File: config.mk
export PLATFORM = sky130hd
export DESIGN_NAME = prbs_gen_multi_flat
export DESIGN_NICKNAME = d
export VERILOG_FILES = /design/src/rtl/prbs_gen_multi_if.sv /design/src/rtl/prbs_gen_multi.sv /design/src/flat_wrapper.sv
export SDC_FILE = /design/constraint.sdc
export NUM_CORES = 1
export LEC_CHECK = 0
export ABC_CLOCK_PERIOD_IN_PS = 2100
export CAP_MARGIN = 20
export CORE_MARGIN = 3
export CORE_UTILIZATION = 25
export DETAILED_ROUTE_END_ITERATION = 10
export REMOVE_ABC_BUFFERS = 1
export SETUP_SLACK_MARGIN = 0.02
export SLEW_MARGIN = 20
export SYNTH_ARGS = -nofsm -noshare
export SYNTH_HDL_FRONTEND = slang
export SYNTH_SLANG_ARGS = --single-unit
export TNS_END_PERCENT = 5
File: constraint.sdc
create_clock -name emu_clk -period 2.1 [get_ports emu_clk]
set_clock_uncertainty 0.05 [all_clocks]
set_input_delay 0.42 -clock emu_clk [delete_from_list [all_inputs] [get_ports emu_clk]]
set_output_delay 0.42 -clock emu_clk [all_outputs]
set_load 0.02 [all_outputs]
File: src/rtl/prbs_gen_multi_if.sv
// Purpose: control/data bundle between the PRBS source and its user.
// Latency: n/a (signal bundle only).
// Backpressure: none; the consumer must accept every group flagged by valid_o.
//
// Ports: clk_en, load_i, order_i, seed_i, inj_i flow master -> slave;
//        data_o, valid_o, cfg_err_o, order_o, grp_cnt_o flow slave -> master.
interface prbs_gen_multi_if #(
    parameter int N_LANES = 4
);
    logic               clk_en;
    logic               load_i;
    logic [2:0]         order_i;
    logic [31:0]        seed_i;
    logic               inj_i;
    logic [N_LANES-1:0] data_o;
    logic               valid_o;
    logic               cfg_err_o;
    logic [2:0]         order_o;
    logic [31:0]        grp_cnt_o;

    modport master (
        output clk_en, load_i, order_i, seed_i, inj_i,
        input  data_o, valid_o, cfg_err_o, order_o, grp_cnt_o
    );

    modport slave (
        input  clk_en, load_i, order_i, seed_i, inj_i,
        output data_o, valid_o, cfg_err_o, order_o, grp_cnt_o
    );
endinterface

File: src/rtl/prbs_gen_multi.sv
// Purpose: multi-lane PRBS source (orders 7/9/15/21/23/31) with seed load and single-bit error injection.
// Latency: 1 cycle from clk_en/load_i to data_o, valid_o, order_o, cfg_err_o and grp_cnt_o.
// Backpressure: none; every clk_en cycle advances N_LANES bits whether or not the consumer is ready.
//
// Ports: emu_clk, emu_rst_n (async, active-low) plain; bus (slave modport) carries
//        clk_en, load_i, order_i, seed_i, inj_i in and data_o (lane 0 earliest), valid_o,
//        cfg_err_o, order_o, grp_cnt_o out.
module prbs_gen_multi #(
    parameter int          N_LANES       = 4,
    parameter logic [2:0]  DEFAULT_ORDER = 3'd3,
    parameter logic [31:0] DEFAULT_SEED  = 32'hFFFF_FFFF
) (
    input  logic            emu_clk,
    input  logic            emu_rst_n,
    prbs_gen_multi_if.slave bus
);

    // Order table: index of the top register bit (L-1) and of the second tap (T-1).
    // Reserved codes fall back to the 21-bit entry so the datapath never sees an
    // out-of-range tap; they are never accepted into order_q anyway.
    function automatic logic [4:0] ord_len_m1(input logic [2:0] o);
        case (o)
            3'd0:    return 5'd6;
            3'd1:    return 5'd8;
            3'd2:    return 5'd14;
            3'd4:    return 5'd22;
            3'd5:    return 5'd30;
            default: return 5'd20;
        endcase
    endfunction

    function automatic logic [4:0] ord_tap_m1(input logic [2:0] o);
        case (o)
            3'd0:    return 5'd5;
            3'd1:    return 5'd4;
            3'd2:    return 5'd13;
            3'd4:    return 5'd17;
            3'd5:    return 5'd27;
            default: return 5'd1;
        endcase
    endfunction

    function automatic logic [31:0] ord_mask(input logic [2:0] o);
        case (o)
            3'd0:    return 32'h0000_007F;
            3'd1:    return 32'h0000_01FF;
            3'd2:    return 32'h0000_7FFF;
            3'd4:    return 32'h007F_FFFF;
            3'd5:    return 32'h7FFF_FFFF;
            default: return 32'h001F_FFFF;
        endcase
    endfunction

    function automatic logic ord_reserved(input logic [2:0] o);
        return o[2] & o[1];
    endfunction

    // An all-zero state would lock the LFSR, so a seed that masks to zero becomes all-ones.
    function automatic logic [31:0] seed_fix(input logic [31:0] seed, input logic [2:0] o);
        logic [31:0] m;
        m = seed & ord_mask(o);
        return (m == 32'h0) ? ord_mask(o) : m;
    endfunction

    localparam logic [31:0] RST_SEED = seed_fix(DEFAULT_SEED, DEFAULT_ORDER);

    logic [31:0]        s_q, s_d;
    logic [2:0]         order_q, order_d;
    logic [N_LANES-1:0] data_q, data_d;
    logic               valid_q, valid_d;
    logic               cfg_err_q, cfg_err_d;
    logic [31:0]        cnt_q, cnt_d;
    logic               pend_q, pend_d;

    logic [4:0]         len_m1;
    logic [4:0]         tap_m1;
    logic [31:0]        msk;
    logic [31:0]        walk;
    logic [N_LANES-1:0] lanes;
    logic               fb;
    logic               load_ok;
    logic               load_bad;
    logic               advance;
    logic               inj_now;

    assign len_m1   = ord_len_m1(order_q);
    assign tap_m1   = ord_tap_m1(order_q);
    assign msk      = ord_mask(order_q);
    assign load_ok  = bus.load_i & ~ord_reserved(bus.order_i);
    assign load_bad = bus.load_i &  ord_reserved(bus.order_i);
    // A valid load takes priority over an advance in the same cycle.
    assign advance  = bus.clk_en & ~load_ok;
    // An injection request arriving with the advance applies to that same group.
    assign inj_now  = pend_q | bus.inj_i;

    // N_LANES chained LFSR steps; lane k carries the feedback bit of step k.
    always_comb begin
        walk  = s_q;
        lanes = '0;
        fb    = 1'b0;
        for (int k = 0; k < N_LANES; k++) begin
            fb       = walk[len_m1] ^ walk[tap_m1];
            lanes[k] = fb;
            walk     = {walk[30:0], fb} & msk;
        end
    end

    always_comb begin
        s_d       = s_q;
        order_d   = order_q;
        data_d    = data_q;
        cnt_d     = cnt_q;
        pend_d    = pend_q;
        valid_d   = advance;
        cfg_err_d = load_bad;
        if (load_ok) begin
            order_d = bus.order_i;
            s_d     = seed_fix(bus.seed_i, bus.order_i);
            cnt_d   = '0;
            pend_d  = 1'b0;
        end else if (advance) begin
            s_d       = walk;
            // Only the emitted bit is corrupted; the LFSR state stays clean.
            data_d    = lanes;
            data_d[0] = lanes[0] ^ inj_now;
            pend_d    = 1'b0;
            if (cnt_q != 32'hFFFF_FFFF) begin
                cnt_d = cnt_q + 32'd1;
            end
        end else if (bus.inj_i) begin
            pend_d = 1'b1;
        end
    end

    always_ff @(posedge emu_clk or negedge emu_rst_n) begin
        if (!emu_rst_n) begin
            s_q       <= RST_SEED;
            order_q   <= DEFAULT_ORDER;
            data_q    <= '0;
            valid_q   <= 1'b0;
            cfg_err_q <= 1'b0;
            cnt_q     <= '0;
            pend_q    <= 1'b0;
        end else begin
            s_q       <= s_d;
            order_q   <= order_d;
            data_q    <= data_d;
            valid_q   <= valid_d;
            cfg_err_q <= cfg_err_d;
            cnt_q     <= cnt_d;
            pend_q    <= pend_d;
        end
    end

    assign bus.data_o    = data_q;
    assign bus.valid_o   = valid_q;
    assign bus.cfg_err_o = cfg_err_q;
    assign bus.order_o   = order_q;
    assign bus.grp_cnt_o = cnt_q;

endmodule

File: src/flat_wrapper.sv
// flat-port wrapper written by rule: the top's interface ports become plain ports
module prbs_gen_multi_flat 
#(
    parameter int          N_LANES       = 4,
    parameter logic [2:0]  DEFAULT_ORDER = 3'd3,
    parameter logic [31:0] DEFAULT_SEED  = 32'hFFFF_FFFF
)
  (emu_clk, emu_rst_n, bus_clk_en, bus_load_i, bus_order_i, bus_seed_i, bus_inj_i, bus_data_o, bus_valid_o, bus_cfg_err_o, bus_order_o, bus_grp_cnt_o);
  prbs_gen_multi_if #(.N_LANES(N_LANES)) bus_i ();
  input  logic emu_clk;
  input  logic emu_rst_n;
  input wire logic [$bits(bus_i.clk_en)-1:0] bus_clk_en;
  input wire logic [$bits(bus_i.load_i)-1:0] bus_load_i;
  input wire logic [$bits(bus_i.order_i)-1:0] bus_order_i;
  input wire logic [$bits(bus_i.seed_i)-1:0] bus_seed_i;
  input wire logic [$bits(bus_i.inj_i)-1:0] bus_inj_i;
  output wire logic [$bits(bus_i.data_o)-1:0] bus_data_o;
  output wire logic [$bits(bus_i.valid_o)-1:0] bus_valid_o;
  output wire logic [$bits(bus_i.cfg_err_o)-1:0] bus_cfg_err_o;
  output wire logic [$bits(bus_i.order_o)-1:0] bus_order_o;
  output wire logic [$bits(bus_i.grp_cnt_o)-1:0] bus_grp_cnt_o;
  assign bus_i.clk_en = bus_clk_en;
  assign bus_i.load_i = bus_load_i;
  assign bus_i.order_i = bus_order_i;
  assign bus_i.seed_i = bus_seed_i;
  assign bus_i.inj_i = bus_inj_i;
  assign bus_data_o = bus_i.data_o;
  assign bus_valid_o = bus_i.valid_o;
  assign bus_cfg_err_o = bus_i.cfg_err_o;
  assign bus_order_o = bus_i.order_o;
  assign bus_grp_cnt_o = bus_i.grp_cnt_o;
  prbs_gen_multi #(.N_LANES(N_LANES), .DEFAULT_ORDER(DEFAULT_ORDER), .DEFAULT_SEED(DEFAULT_SEED)) u_core (.emu_clk(emu_clk), .emu_rst_n(emu_rst_n), .bus(bus_i));
endmodule
======== Yosys cells after proc, flatten, opt, wreduce, memory -nomap -nowiden ========
Index checks and enable logic that the tools add are counted.
operators by class
  bitwise operators ....................... 17
  reductions and logical operators ........ 8
  multiplexer cells ....................... 30
  $lt $le $gt $ge ......................... 2
  add/subtract/negate cells ............... 1
  equality and inequality tests ........... 9
operators with widths
  operator                                                               count
  31-bit case mux with 5 select lines                                    2
  32-bit two-way mux                                                     7
  32-bit by 31-bit AND with 32-bit output                                4
  5-bit case mux with 5 select lines                                     2
  1-bit binary-select mux with 5-bit select                              8
  32-bit by 1-bit adder with 32-bit output (second input constant)       1
  32-bit AND                                                             1
  32-bit zero test                                                       1
  32-bit != test (second input constant)                                 1
  3-bit == test (second input constant)                                  4
  5-bit by 6-bit < comparator with 1-bit output (second input constant)  2
  1-bit two-way mux                                                      11
  3-bit by 1-bit == test with 1-bit output (second input constant)       2
  3-bit by 2-bit == test with 1-bit output (second input constant)       2
  3-bit zero test                                                        2
  1-bit bitwise XOR                                                      5
  1-bit AND                                                              4
  2-bit AND reduction                                                    2
  2-bit nonzero test                                                     2
  3-bit nonzero test                                                     1
  1-bit NOT                                                              2
  1-bit OR                                                               1
word-level totals
  input port bits ......................... 40
  flip-flop bits (word level) ............. 74
  logic and storage cells ................. 74
  output and inout port bits .............. 41

======== Logic depth before layout (Yosys ltp) ========
Gate-level depths: netlist (run 1).
  word-level depth ........................ 20
  mapped depth ............................ 9
  gate-level depth less buffers ........... 7

======== Worst setup path before layout (run 1) ========
OpenSTA, ideal clock, no wires.
  path type ............................... register to register
  start ................................... reg u_core.order_q[0], in the netlist u_core.bus.order_o[0]
  end ..................................... reg u_core.s_q[1]
  arrival ................................. 2.048 ns
  stages on the path, launching flop included .. 7
  clock period less this slack ............ 2.195 ns
  library setup time ...................... 0.097 ns
  buffers on the path ..................... 0
  required time ........................... 1.953 ns
  setup slack ............................. -0.095 ns
  path through ............................ dfstp_2 > mux2_2 > a32o_1 > a2111o_1 > o221ai_2 > mux2i_1 > o311ai_1
between the ends
  word-level cells in the longest chain between the ends .. 17
  elaborated cells between the ends (all ways) .. 29
  classes of those cells .................. eq/ne (4); mux (17); bitwise (7); reduce/logical (1)
ends and longest elaborated chain
  element                                                 line                                                              source
  start, declared                                         prbs_gen_multi.sv:68                                              logic [2:0] order_q, order_d;
  start signal, assigned                                  prbs_gen_multi.sv:146                                             order_q <= order_d;
  3-bit == test (tied with other cells)                   prbs_gen_multi.sv:22, prbs_gen_multi.sv:33, prbs_gen_multi.sv:44
  5-bit case mux with 5 select lines (on tied branches)   prbs_gen_multi.sv:22, prbs_gen_multi.sv:33
  1-bit binary-select mux with 5-bit select               prbs_gen_multi.sv:102                                             fb = walk[len_m1] ^ walk[tap_m1];
  1-bit two-way mux (not written as such)                 prbs_gen_multi.sv:102
  1-bit bitwise XOR                                       prbs_gen_multi.sv:102
  32-bit by 31-bit AND with 32-bit output                 prbs_gen_multi.sv:104                                             walk = {walk[30:0], fb} & msk;
  1-bit binary-select mux with 5-bit select               prbs_gen_multi.sv:102
  1-bit two-way mux (not written as such)                 prbs_gen_multi.sv:102
  1-bit bitwise XOR                                       prbs_gen_multi.sv:102
  32-bit by 31-bit AND with 32-bit output                 prbs_gen_multi.sv:104
  1-bit binary-select mux with 5-bit select               prbs_gen_multi.sv:102
  1-bit two-way mux (not written as such)                 prbs_gen_multi.sv:102
  1-bit bitwise XOR *                                     prbs_gen_multi.sv:102
  32-bit by 31-bit AND with 32-bit output * (2 in a row)  prbs_gen_multi.sv:104
  32-bit two-way mux *                                    prbs_gen_multi.sv:121                                             end else if (advance) begin
  32-bit two-way mux *                                    prbs_gen_multi.sv:116                                             if (load_ok) begin
  end signal, assigned                                    prbs_gen_multi.sv:137                                             s_q <= RST_SEED;
  end signal, assigned                                    prbs_gen_multi.sv:145                                             s_q <= s_d;
  end, declared                                           prbs_gen_multi.sv:67                                              logic [31:0] s_q, s_d;
Every way passes the cells marked *; elsewhere a longest branch is shown, timed or not. The select of a mux whose other input is x is not followed.
A chain may end at the register's enable or synchronous reset.

======== Worst setup path after layout (run 1) ========
Ends and elaborated chain as after synthesis.

==> metrics.yaml, run 1 <==
worst_setup_path:
  cp_common_cell: "o221ai_2"
  rrSetupSlack_ps: -170
  arrival_ps: 2470
  crit_type: "flop to flop"
  cp.required_ps: 2300
  slowest_stage: "dfstp_2"
  crit_fanout: 7
  critPathLaunchType: "flop"
  cp_top_family: "compound AO/OA/AOI/OAI gates"
  worstPathCellList: "mux2i_1 > buf_4 > o221ai_2 > a2111o_1 > o221ai_2 > mux2i_2 > o311ai_1"
  worst-path-buf-inv: 1
  slowest_delay_ps: 660
  endpoint_kind: "flop"
synthesis:
  yosysSeqAreaShare_pct: 42.7
  synth-compound-area-share_pct: 18.2
  async_reset_ff_share_pct: 100
  synthDistinctLibCells: 69
  synth_top_family_by_area: "simple AND/OR/NAND/NOR gates"
  synth_seq_cells: 73
  synth_edf_count: 0
  synth_warnings: 0
  synthSimpleGateAreaFrac_pct: 22.7
  netlist_instances: 465
  syn_area_um2: 4350
  synthMuxAreaShare_pct: 5.75
  synth-adder-area-share_pct: 0.518
  syn_avg_cell_area_um2: 9.35
  synth_ff_type: "dfrtp_1"
  synth-xor-area-share_pct: 5.84
final_layout:
  nets: 661
  final_common_cell: "buf_4"
  fin_cells: 845
  final_cell_mix: "buf_4, clkdlybuf4s50_1, nand2_1, dfrtp_1, nor2_1"
  final_cell_area_um2: 6380
  diodes: 0
  drive_above_1_share_pct: 27.2
  synthToLayoutAreaGrowth_pct: 46.7
worst_hold_path:
  hold_class: "input port to asynchronous set/reset pin"
grt:
  grt_max_degree: 27
  grt_first_pass_wirelength_um: 23400
  grt_antenna_before_repair: 2
  grt_pass1_vias: 4354
  grt_use_total_pct: 16.0
  grt-ovfl-total: 0
pwr:
  p_switching_mw: 1.28
  pwr-share-clk_pct: 35.8
  p_leak_nw: 2.64
  ir_worst_vdd_v: 0.000492
  power_frac_seq_pct: 39.5
  power_density_nw_per_um2: 694
  pwr-share-comb_pct: 24.6
  switching_share_pct: 29.0
  internal-power_mw: 3.14
routing:
  via_per_inst: 5.00
  vias: 4229
  drt_first_iter_violations: 196
  drc_errors: 0
  ant_nets: 0
  wirelength_um: 14400
  wire_per_inst_um: 17.1
  firstDrtPassIters: 5
die:
  rows: 47
  chipHeight_um: 138
  io_pins: 81
  core_area_um2: 16800
  die_w_um: 138
  initial_core_util_pct: 25.9
  die_area_um2: 19000
clocking:
  numClockSinks: 73
  cts_tree: "done"
  clk_latency_ps: 340
  clk_transition_reported_paths_ps: 60
  cts_buffers: 9
  cts_htree_levels: 3
  clock-root-buffer: "clkbuf_16"
  postCtsHoldBufs: 0
  clock_path_buffers: 2
placed_design:
  portBuffers: 79
  post-place-cells: 823
  gp_congestion: 0.921
  dp_hpwl_um: 11000
  placed_area_um2: 5950
run:
  max_cap_violations: 0
timing:
  finalMaxSlewViolations: 0
  layout_setup_ws_ps: -170
  slew_headroom_pct: 56.1
  fmax_mhz: 441
  rsz0062_at_grt: "yes"
  tightest_slew_ps: 659
  final_hold_viol_count: 0
  min_period_ps: 2270
  setup_viol_count_final: 6
  post-route-period-util_pct: 108
outcome:
  status: "complete, but fails checks"
  violations: "negative setup slack"
metrics by stage:
stage	util (%)	worst slack [ps]	power, mW	setup TNS [ps]	hold slack [ps]
3_3_place_gp	35.4	-528	2.79	-20210	411
6_report	37.9	-170	4.43	-509	68.4
4_1_cts	37.6	-207	4.44	-758	75.1
5_1_grt	37.9	-266	4.64	-2250	109
3_5_place_dp	35.4	-571	2.80	-21890	425
2_1_floorplan	-	-3170	2.21	-116860	74.4
sequential cells by signal, summed over array words and instances, names as in the netlist:
name and cells:
u_core.bus.cfg_err_o 1, u_core.bus.data_o 4, u_core.bus.grp_cnt_o 32, u_core.bus.order_o 3
u_core.bus.valid_o 1, u_core.pend_q 1, u_core.s_q 31
worst reg2reg max path: stages (launching register included):
cell	delay, ps
dfstp_2	660
mux2i_1	220
buf_4	150
o221ai_2	90
a2111o_1	420
o221ai_2	200
mux2i_2	270
o311ai_1	140
cell usage after synthesis (all sizes together), types with 6 or more instances:
master,n,area share (%)
nand2,58,5.1
dfrtp,50,29
nor2,44,3.8
o21ai,39,4.5
a21oi,29,3.9
dfstp,23,14
xnor2,23,4.6
a22oi,18,3.1
nor3,17,2.2
buf,16,2.5
mux2i,16,3.7
nand3,13,2.1
clkbuf,11,1.2
inv,8,0.69
a211oi,7,1.2
nand4,7,1.4
and2,6,0.86
and4,6,1.3
nor4,6,0.86
or3,6,0.86
xor2,6,1.2
routing by layer:
layer	track usage [%]	up-vias	wire, um
met5	0	-	27
met4	5.65	4	268
met3	3.88	26	911
met2	26.3	140	7020
met1	20.5	2057	6220
li1	-	2002	-
logic make-up (layout without fill, tap and decap cells):
| kind of cell | after synthesis | in the layout |
|---|---|---|
| AND/OR/NAND/NOR | 188 | 188 |
| AO/OA/AOI/OAI | 117 | 117 |
| adder cells (fa/ha/maj) | 2 | 2 |
| multiplexers | 21 | 21 |
| flip-flops | 73 | 73 |
| buffers and inverters | 35 | 195 |
| XOR/XNOR | 29 | 29 |
timing repair:
action	CTS	global route
gates resized for setup	22	26
pin swaps	10	9
setup buffers	4	2
gates cloned	0	0
endpoints found under the setup margin	36	55
path summary, 6_finish.rpt:
path	start	endpoint	cells past startpoint
worst max-delay path	u_core.bus.order_o[0]	u_core.s_q[1]	7
worst min-delay path	emu_rst_n	u_core.s_q[29]	1
worst max register to register	u_core.bus.order_o[0]	u_core.s_q[1]	7
worst min register to register	u_core.bus.data_o[3]	u_core.bus.data_o[3]	2
max in group asynchronous	emu_rst_n	u_core.s_q[15]	2
min in group emu_clk	u_core.bus.data_o[3]	u_core.bus.data_o[3]	2
power by group through the flow:
stage	Combinational, mW	Sequential (mW)	Clock [mW]
floorplan	0.428	1.78	0
finish	1.09	1.75	1.59
global placement	1.03	1.76	0
global route	1.19	1.77	1.68
detailed placement	1.04	1.77	0
CTS	1.07	1.75	1.63
final cells by class:
class                   count  area (um^2)
clock inverters             2         37.5
inverters                   8         30.0
well taps                 220          275
multi-input cells         357         2390
flip-flops and latches     73         1860
fillers                  1731        10400
repair buffers            171         1520
clock buffers              14          264
(Power assumes the default switching activity.)
==> inputs of run 2 (changes only) <==
ABC_CLOCK_PERIOD_IN_PS = 2400   (was 2100)
CTS_CLUSTER_DIAMETER = 60   (was default)
clock period = 2.4 ns   (was 2.1 ns; I/O delays follow)
==> run 2 against run 1 <==
Effect of this change: setup slack gained 220 ps; hold slack improved by 55 ps; the flow now finishes without violations; wire length decreased by 3.6%; count of clock-buffer cells in the layout down 4; non-clock buffer count down 33; sequential cell count unchanged; clock power fell by 11%; combinational power is 22% lower; global-route usage decreased by 1.4 points; design area fell by 3.1%.
==> metrics.yaml, run 2 (synthesis gave the netlist of run 1 again) <==
routing:
  wirelength_um: 13900
  firstDrtPassIters: 5
  drt_first_iter_violations: 399
  wire_per_inst_um: 17.2
  vias: 4136
  via_per_inst: 5.09
  drc_errors: 0
  ant_nets: 0
final_layout:
  drive_above_1_share_pct: 21.1
  final_cell_mix: "clkdlybuf4s50_1, nand2_1, dfrtp_1, buf_4, nor2_1"
  final_common_cell: "clkdlybuf4s50_1"
  largest_reg_flops: 32
  fin_cells: 812
  synthToLayoutAreaGrowth_pct: 42.1
  diodes: 0
  nets: 628
pwr:
  switching_share_pct: 28.5
  total_power_mw: 3.80
  ir_worst_vdd_v: 0.000347
  internal-power_mw: 2.72
  pwr-share-comb_pct: 22.3
  pwr-share-clk_pct: 37.4
  power_density_nw_per_um2: 615
  p_leak_nw: 2.51
  p_switching_mw: 1.08
  power_frac_seq_pct: 40.3
timing:
  min_period_ps: 2350
  finalMaxSlewViolations: 0
  final_hold_viol_count: 0
  tightest_slew_ps: 643
  slew_headroom_pct: 57.1
  post-route-period-util_pct: 98.0
  setup_viol_count_final: 0
  fmax_mhz: 425
  rsz0062_at_grt: "yes"
worst_setup_path:
  slowest_delay_ps: 640
  crit_type: "flop to flop"
  endpoint_kind: "flop"
  r2r.worst_path.cells: 6
  crit_fanout: 6
  worstPathCellList: "mux2_2 > a32o_1 > a2111o_1 > o221ai_2 > mux2i_2 > o311ai_1"
  slowest_stage: "dfstp_2"
  cp.depth: 6
  startpoint: "u_core.bus.order_o[0]"
  critPathLaunchType: "flop"
  reg2reg_from: "u_core.bus.order_o[0]"
  cp_top_family: "compound AO/OA/AOI/OAI gates"
  arrival_ps: 2550
  worst-path-buf-inv: 0
  cp.required_ps: 2600
die:
  die_w_um: 138
  rows: 47
  io_pins: 81
  initial_core_util_pct: 25.9
  chipHeight_um: 138
  core_area_um2: 16800
  die_area_um2: 19000
placed_design:
  portBuffers: 79
  post-place-cells: 791
  dp_hpwl_um: 10200
  gp_congestion: 0.920
run:
  max_cap_violations: 0
worst_hold_path:
  hold_class: "input port to asynchronous set/reset pin"
clocking:
  clk_latency_ps: 330
  cts_tree: "done"
  cts_buffers: 9
  numClockSinks: 73
  cts_htree_levels: 3
  clock-root-buffer: "clkbuf_16"
  clock_path_buffers: 2
  clk_transition_reported_paths_ps: 60
grt:
  grt_antenna_before_repair: 1
  grt_pass1_vias: 4117
  grt_max_degree: 55
  grt_first_pass_wirelength_um: 21700
  grt_use_total_pct: 14.6
  grt-ovfl-total: 0
outcome:
  status: "finished, final reports clean"
-- run 2: worst paths after layout --
check	end	slack, ps
worst max register to register	u_core.s_q[1]	50
min in group emu_clk	u_core.bus.data_o[2]	430
worst max-delay path	u_core.s_q[1]	50
worst min register to register	u_core.bus.data_o[2]	430
worst min-delay path	u_core.s_q[21]	120
max in group asynchronous	u_core.bus.order_o[1]	1450
-- run 2: what timing repair did --
action / in CTS / in global routing
gates resized for setup: 0 / 15
buffers inserted: 0 / 2
endpoints found under the setup margin: 0 / 22
hold buffers: 0 / 0
-- run 2: cell type report --
| type | count | area (um^2) |
|---|---|---|
| Clock buffer | 10 | 229 |
| Clock inverter | 6 | 82.6 |
| Fill cell | 1710 | 10600 |
| Inverter | 8 | 30.0 |
| Multi-Input combinational cell | 357 | 2360 |
| Sequential cell | 73 | 1860 |
| Tap cell | 220 | 275 |
| Timing Repair Buffer | 138 | 1350 |
-- run 2: per-layer routing --
| metal | GRT usage [%] | wire length [um] | share of wire, % | vias up |
|---|---|---|---|---|
| met5 | 0 | 13 | 0.093 | - |
| met3 | 3.74 | 936 | 6.7 | 29 |
| li1 | - | - | - | 1940 |
| met1 | 18.8 | 5970 | 43 | 2031 |
| met4 | 4.50 | 280 | 2.0 | 2 |
| met2 | 24.1 | 6730 | 48 | 134 |
-- run 2: power by group through the flow --
| stage | sequential [mW] | combinational (mW) | clock [mW] |
|---|---|---|---|
| after global placement | 1.55 | 0.820 | 0 |
| after detailed placement | 1.55 | 0.825 | 0 |
| after global routing | 1.55 | 0.931 | 1.51 |
| after CTS | 1.53 | 0.829 | 1.46 |
| after floorplan | 1.56 | 0.375 | 0 |
| final | 1.53 | 0.848 | 1.42 |
-- run 2: per-stage QoR --
stage	hold WS [ps]	setup TNS, ps	area (um^2)	setup WS, ps	util (%)
after floorplan	134	-101710	4190	-2930	-
after global placement	415	-5940	5720	-240	34.0
after detailed placement	428	-7100	5720	-300	34.0
after CTS	130	0	6030	27.1	35.9
after global routing	160	-54.0	6180	-44.2	36.8
final	123	0	6180	48.4	36.8
==> inputs of run 3 (changes only) <==
CORE_ASPECT_RATIO = 1.5   (was default)
GPL_ROUTABILITY_DRIVEN = 0   (was default)
==> run 3 against run 2 <==
Effect of this change: sequential share of layout area is 0.073 points lower; critical path depth is 3 higher; via count is 1.6% lower; critical path type is now input port to flop; utilization is 0.11 points lower; hold slack better by 310 ps; largest power group unchanged; clock power hardly changed; global-route usage is 0.25 points higher; first-iteration DRC count is 65% lower; wire length is 2.0% higher.
==> metrics.yaml, run 3 (synthesis gave the netlist of run 1 again) <==
die:
  io_pins: 81
  rows: 58
  die_w_um: 114
  core_area_um2: 16900
  initial_core_util_pct: 25.7
  die_area_um2: 19000
  chipHeight_um: 168
final_layout:
  nets: 624
  regArea_um2: 1860
  final_common_cell: "clkdlybuf4s50_1"
  final_cell_mix: "clkdlybuf4s50_1, nand2_1, dfrtp_1, buf_4, nor2_1"
  drive_above_1_share_pct: 21.6
  multi_input_area_um2: 2430
  diodes: 0
  final.fill_count: 1676
  synthToLayoutAreaGrowth_pct: 42.5
  largest_reg_flops: 32
  fin_util_pct: 36.7
worst_hold_path:
  hold_class: "flop to flop"
  min_from: "u_core.bus.data_o[1]"
  worstHoldEndpoint: "u_core.bus.data_o[1]"
  hold_depth: 2
worst_setup_path:
  critPathLaunchType: "input port"
  rrSetupSlack_ps: 90
  cp.required_ps: 2610
  slowest_stage: "or4_4"
  crit_fanout: 8
  cp_common_cell: "buf_6"
  endpoint_kind: "flop"
  reg2reg_from: "u_core.bus.order_o[0]"
  crit_type: "input port to flop"
  arrival_ps: 2520
  slowest_delay_ps: 440
  reg2reg_to: "u_core.s_q[1]"
  r2r.worst_path.cells: 6
  worstPathCellList: "clkdlybuf4s50_1 > or4_4 > nor3_4 > buf_6 > nand3_4 > a21oi_4 > buf_6 > o21ai_0 > a21oi_1"
timing:
  setup_viol_count_final: 0
  tightest_slew_ps: 437
  final_hold_viol_count: 0
  fmax_mhz: 432
  rsz0062_at_grt: "yes"
  holdWs_ps: 431
  setup_tns_ps: 0
  slew_headroom_pct: 70.8
  finalMaxSlewViolations: 0
  post-route-period-util_pct: 96.4
  min_period_ps: 2310
clocking:
  clock_path_buffers: 2
  clock-root-buffer: "clkbuf_16"
  clk_latency_ps: 330
  cts_buffers: 9
  cts_tree: "done"
  cts_htree_levels: 3
  numClockSinks: 73
  clk_transition_reported_paths_ps: 60
routing:
  ant_nets: 0
  vias: 4071
  via_per_inst: 5.10
  drc_errors: 0
  firstDrtPassIters: 5
  wire_per_inst_um: 17.8
  drt_first_iter_violations: 141
  wirelength_um: 14200
pwr:
  ir_worst_vdd_v: 0.000323
  pwr-share-comb_pct: 22.3
  pwr-share-clk_pct: 37.6
  internal-power_mw: 2.73
  switching_share_pct: 29.1
  power_density_nw_per_um2: 622
  p_leak_nw: 2.55
  power_frac_seq_pct: 40.0
  total_power_mw: 3.86
  p_switching_mw: 1.12
grt:
  grt-ovfl-total: 0
  grt_pass1_vias: 4244
  grt_use_total_pct: 14.9
  grt_max_degree: 63
  grt_first_pass_wirelength_um: 22400
  grt_antenna_before_repair: 0
placed_design:
  portBuffers: 79
  dp_hpwl_um: 10600
outcome:
  status: "finished, final reports clean"
run:
  max_cap_violations: 0
## run 3: worst max path at each step
stage	start	to	slack [ps]	depth (start not counted)
after floorplan	bus_load_i	u_core.bus.grp_cnt_o[6]	-2930	5
after global placement	bus_seed_i[1]	u_core.s_q[20]	-350	9
after detailed placement	bus_seed_i[1]	u_core.s_q[7]	-370	9
after CTS	u_core.bus.order_o[1]	bus_order_o[1]	20	2
after global routing	u_core.bus.order_o[0]	u_core.s_q[1]	-8	6
final	bus_seed_i[11]	u_core.s_q[8]	90	9
## run 3: worst max-delay path, delay by kind of cell
| kind | cells | cell delay [ps] |
|---|---|---|
| AO/OA/AOI/OAI | 3 | 540 |
| buffers and inverters | 3 | 760 |
| AND/OR/NAND/NOR | 3 | 730 |
## run 3: metrics by stage
step | cells | setup WS (ps) | area, um^2
finish | 798 | 87.2 | 6200
global route | 798 | -8.42 | 6200
CTS | 795 | 16.6 | 6010
detailed placement | 776 | -371 | 5660
global placement | 776 | -348 | 5660
floorplan | 438 | -2930 | 4190
## run 3: power groups by stage
| stage | sequential, mW | clock (mW) | combinational [mW] |
|---|---|---|---|
| 3_3_place_gp | 1.55 | 0 | 0.799 |
| 2_1_floorplan | 1.56 | 0 | 0.375 |
| 5_1_grt | 1.55 | 1.53 | 0.938 |
| 4_1_cts | 1.54 | 1.49 | 0.822 |
| 6_report | 1.54 | 1.45 | 0.861 |
| 3_5_place_dp | 1.56 | 0 | 0.811 |
## run 3: layer usage
layer	share of wire [%]	GRT usage (%)	routed length, um
met4	2.9	5.75	409
met5	0	0	0
met1	38	16.2	5460
met3	5.7	3.58	807
met2	53	27.3	7530
## run 3: area by class of cell
class	instances	area share [%]
well taps	210	4.24
inverters	8	0.485
clock inverters	6	1.45
multi-input cells	357	39.2
flip-flops and latches	73	29.9
clock buffers	10	3.69
repair buffers	134	21.0
## run 3: what timing repair did
action                                  CTS  global route
setup buffers                             2             2
gates resized for setup                   1            36
endpoints found under the setup margin   11            31
hold buffers                              1             0
endpoints found under the hold margin    11             0
pin swaps                                 0            12
cloned                                    0             2
